[src/rtl/opcg_capture_ctrl.sv]
// OPCG capture controller: holds the core ICG open in functional mode and
// emits a 1-4 cycle at-speed launch/capture burst per tester trigger in test mode.
module opcg_capture_ctrl #(
    parameter int unsigned SETTLE_CYCLES = 4,
    parameter int unsigned CNT_W         = 8
) (
    input  logic       clk1x,
    input  logic       reset_n,
    input  logic       test_mode,
    input  logic       scan_en,
    input  logic       opcg_trigger,
    input  logic [1:0] num_pulses,
    input  logic       pll_lock,
    output logic       clk_en,
    output logic       busy,
    output logic       done,
    output logic       err
);

    typedef enum logic [2:0] {
        IDLE,
        ARM,
        SETTLE,
        PULSE,
        DONE
    } state_t;

    localparam logic [CNT_W-1:0] SETTLE_LOAD = CNT_W'(SETTLE_CYCLES - 1);

    state_t           state, nxt;
    logic [1:0]       scan_sync, trig_sync;
    logic             scan_en_s, trig_d, trig_rise;
    logic [1:0]       pcnt, pcnt_nxt;
    logic [CNT_W-1:0] scnt, scnt_nxt;
    logic             err_nxt;

    assign scan_en_s = scan_sync[1];

    // trig_rise is registered so the FSM acts three edges after the trigger is sampled
    always_ff @(posedge clk1x or negedge reset_n) begin
        if (!reset_n) begin
            scan_sync <= '0;
            trig_sync <= '0;
            trig_d    <= 1'b0;
            trig_rise <= 1'b0;
        end else begin
            scan_sync <= {scan_sync[0], scan_en};
            trig_sync <= {trig_sync[0], opcg_trigger};
            trig_d    <= trig_sync[1];
            trig_rise <= trig_sync[1] & ~trig_d;
        end
    end

    always_comb begin
        nxt      = state;
        pcnt_nxt = pcnt;
        scnt_nxt = scnt;
        err_nxt  = err;
        if (!test_mode) begin
            nxt = IDLE;
        end else begin
            case (state)
                IDLE: begin
                    if (trig_rise) begin
                        if (pll_lock) begin
                            nxt      = ARM;
                            pcnt_nxt = num_pulses;
                        end else begin
                            err_nxt = 1'b1;
                        end
                    end
                end
                ARM: begin
                    if (!scan_en_s) begin
                        nxt      = SETTLE;
                        scnt_nxt = SETTLE_LOAD;
                    end
                end
                SETTLE: begin
                    if (scnt == '0) nxt = PULSE;
                    else            scnt_nxt = scnt - 1'b1;
                end
                PULSE: begin
                    if (pcnt == '0) nxt = DONE;
                    else            pcnt_nxt = pcnt - 1'b1;
                end
                DONE:    nxt = IDLE;
                default: nxt = IDLE;
            endcase
            // Lock loss aborts any active burst without a done pulse
            if (!pll_lock && (state inside {ARM, SETTLE, PULSE})) begin
                nxt     = IDLE;
                err_nxt = 1'b1;
            end
        end
    end

    always_ff @(posedge clk1x or negedge reset_n) begin
        if (!reset_n) begin
            state  <= IDLE;
            pcnt   <= '0;
            scnt   <= '0;
            clk_en <= 1'b0;
            busy   <= 1'b0;
            done   <= 1'b0;
            err    <= 1'b0;
        end else begin
            state  <= nxt;
            pcnt   <= pcnt_nxt;
            scnt   <= scnt_nxt;
            clk_en <= !test_mode || (nxt == PULSE);
            busy   <= nxt inside {ARM, SETTLE, PULSE};
            done   <= (nxt == DONE);
            err    <= err_nxt;
        end
    end

endmodule

[config.mk]
export PLATFORM = sky130hd
export DESIGN_NAME = opcg_capture_ctrl
export DESIGN_NICKNAME = d
export VERILOG_FILES = /design/src/rtl/opcg_capture_ctrl.sv
export SDC_FILE = /design/constraint.sdc
export NUM_CORES = 1
export LEC_CHECK = 0
export BUFFER_PORTS_ARGS = -buffer_cell sky130_fd_sc_hd__buf_4
export CELL_PAD_IN_SITES_DETAIL_PLACEMENT = 1
export CELL_PAD_IN_SITES_GLOBAL_PLACEMENT = 1
export CORE_ASPECT_RATIO = 0.5
export CORE_UTILIZATION = 30
export DETAILED_ROUTE_END_ITERATION = 8
export MAX_ROUTING_LAYER = met4
export PLACE_DENSITY = 0.56
export SYNTH_ARGS = -nofsm -noshare
export SYNTH_HDL_FRONTEND = slang
export SYNTH_SLANG_ARGS = --single-unit
export TNS_END_PERCENT = 1
[constraint.sdc]
create_clock -name clk1x -period 2.1 [get_ports clk1x]
set_input_delay 0.42 -clock clk1x [delete_from_list [all_inputs] [get_ports clk1x]]
set_output_delay 0.42 -clock clk1x [all_outputs]
set_load 0.01 [all_outputs]
==> impl_metrics.toml <==
[grt]
antenna_found_initial = 0
groute.usage.overall_pct = 14.55
grt_pass1_vias = 836
grt_max_degree = 24
grt_pass1_wl_um = 4146
grt_overflow = 0

[critical_path]
arrival_ps = 2160
r2r-start = "scnt[0]$_DFFE_PN0P_"
reg2reg_depth = 6
start_kind = "flop"
required_ps = 2260
path_max_fanout = 5
endpoint_kind = "flop"
startpoint = "scnt[0]$_DFFE_PN0P_"
critPathKind = "flop to flop"

[die]
core_area_mm2 = 0.003547
die_area_mm2 = 0.004113
die_h_um = 45.85
die_w_um = 89.70
rows = 15
pin_count = 12
initial_utilization_pct = 32.52

[routing]
wl_per_cell_um = 13.62
route.detailed.drc = 0
routed_wl_um = 2342
via_count = 845
ant_nets = 0
first_iter_violations = 52
via_per_inst = 4.913
drt_pass1_iterations = 4

[yosys]
synth_nets = 118
async_flop_share_pct = 100.0
yosysWarnings = 0
synth_area_leaders = "dfrtp_1 50%, nand2_1 3.6%, ha_1 3.3%"
synth_edf_count = 0
netlist_instances = 107
syn_area_mm2 = 0.001154
yosys.area.top_type = "dfrtp_1"
synth-compound-area-share_pct = 15.08
synthSimpleGateAreaFrac_pct = 21.91
synth-seq-cells = 23
synth_top_family_by_area = "simple AND/OR/NAND/NOR gates"
synth_xor_area_share_pct = 0
ys_seq_area_share_pct = 49.89
synth_top_area_share_pct = 49.89
synthAdderAreaFrac_pct = 3.254
avgSynthCellArea_um2 = 10.78
ys_types = 38
synth.mux.area_fraction_pct = 5.531
synth_ff_type = "dfrtp_1"

[pwr]
peakVddDrop_v = 0.0002661
p_leak_nw = 0.5905
power.density_mw_per_mm2 = 878.9

[outcome]
status = "completed"

[timing]
tightest_slew_ps = 393.9
fin_skew_ps = 2.728
slew_violations = 0
period_share_pct = 95.20
hold_violations = 0
fmaxAchievable_mhz = 500.2
holdWs_ps = 25.79
fin_setup_tns_ps = 0
max_slew_margin_pct = 73.37
fin_crit_ps = 1999
grt_setup_unrepaired = "false"
setup_violations = 0

[final_layout]
most-common-layout-cells = "23 x dfrtp_1, 13 x buf_4, 11 x nand2_1"
drive_gt1_share_pct = 20.66
fin_nets = 133
area_delta_synth_final_pct = 16.49
nFillCells = 400
mostFrequentLayoutCell = "dfrtp_1"
n_antenna_cell = 0

[clock_tree]
cts.path.max_buffers = 2
ctsResizeCount = 0
cts-hold-fix-buffers = 0
clk_pin_slew_ps = 90
cts_sinks = 23
cts_tree = "done"
cts_buffers = 3
h-tree-depth = 1
cts_root_buffer = "clkbuf_8"
clkLatencyLatePin_ps = 270
cts_setup_buffers = 0

[placed_design]
io_buffers = 11
finalWeightedCongestion = 0.7653
place_hpwl_um = 1708

[hold_path]
hold_path_class = "primary input to asynchronous set/reset pin"

[flow_run]
maxCapViolations = 0
[sequential cells by signal, summed over array words and instances (netlist names)]
register,cells
scnt,8
state,3
pcnt,2
scan_sync,2
trig_sync,2
busy,1
clk_en,1
done,1
err,1
trig_d,1
trig_rise,1
[synth_stat cells (all sizes together), types with 2 or more instances]
library cell   n
dfrtp         23
nand2         11
o21ai          7
inv            6
nor2           6
nand3          5
nand2b         4
nor2b          4
a211oi         3
buf            3
ha             3
mux2           3
mux2i          3
nor3b          3
a21oi          2
nand3b         2
or3            2
or3b           2
[critical path, cell delays in order (launching register included)]
cell and delay [ps]:
dfrtp_1 420, inv_1 90, ha_1 140, or3b_2 490, o21ai_4 220, a21bo_2 210
mux2_1 320
[per-stage QoR]
stage	std cells	instance area, µm²	power (W)	util, %	worst slack [ps]
6_report	172	1344	0.001181	37.88	100.7
5_1_grt	172	1344	0.001266	37.88	29.21
4_1_cts	172	1336	0.001196	37.67	70.60
3_5_place_dp	168	1287	0.0008945	36.30	90.90
3_3_place_gp	168	1287	0.0008905	36.30	149.0
2_1_floorplan	107	1154	0.0007929	-	230.1
[kinds of logic after synthesis]
| logic type | Yosys count |
|---|---|
| compound gates | 23 |
| fa+ha+maj | 3 |
| buf+inv | 9 |
| flops | 23 |
| mux | 6 |
| simple gates | 43 |
[metal layers]
layer	share of wire [%]	wire length, µm	vias up	global-route usage, %
li1	-	-	415	-
met1	51	1197	410	18.27
met2	43	1002	15	22.42
met3	4.2	99	5	4.167
met4	1.8	42	0	5.714
met5	0	0	-	-
[path summary, 6_finish.rpt]
check                                          to  slack (ps)
setup / recovery              scnt[1]$_DFFE_PN0P_         100
hold / removal                   trig_d$_DFF_PN0_          30
setup reg to reg              scnt[1]$_DFFE_PN0P_         100
hold reg to reg            trig_sync[1]$_DFF_PN0_         360
max in group asynchronous     scnt[4]$_DFFE_PN0P_        1840
min in group clk1x         trig_sync[0]$_DFF_PN0_         250
[report_power, final]
part | switching (W) | internal [W]
clock network | 0.000156 | 0.000135
registers | 0.0000652 | 0.000523
logic | 0.000161 | 0.000142
[cell type report]
class / count / area [µm²] / share of cell area [%]
flip-flops and latches: 23 / 575.6 / 42.83
multi-input cells: 75 / 535.5 / 39.85
repair buffers: 13 / 97.59 / 7.263
well taps: 51 / 63.81 / 4.749
clock buffers: 3 / 41.29 / 3.073
inverters: 6 / 22.52 / 1.676
clock inverters: 1 / 7.507 / 0.5587
Power figures use the tool's default switching activity.
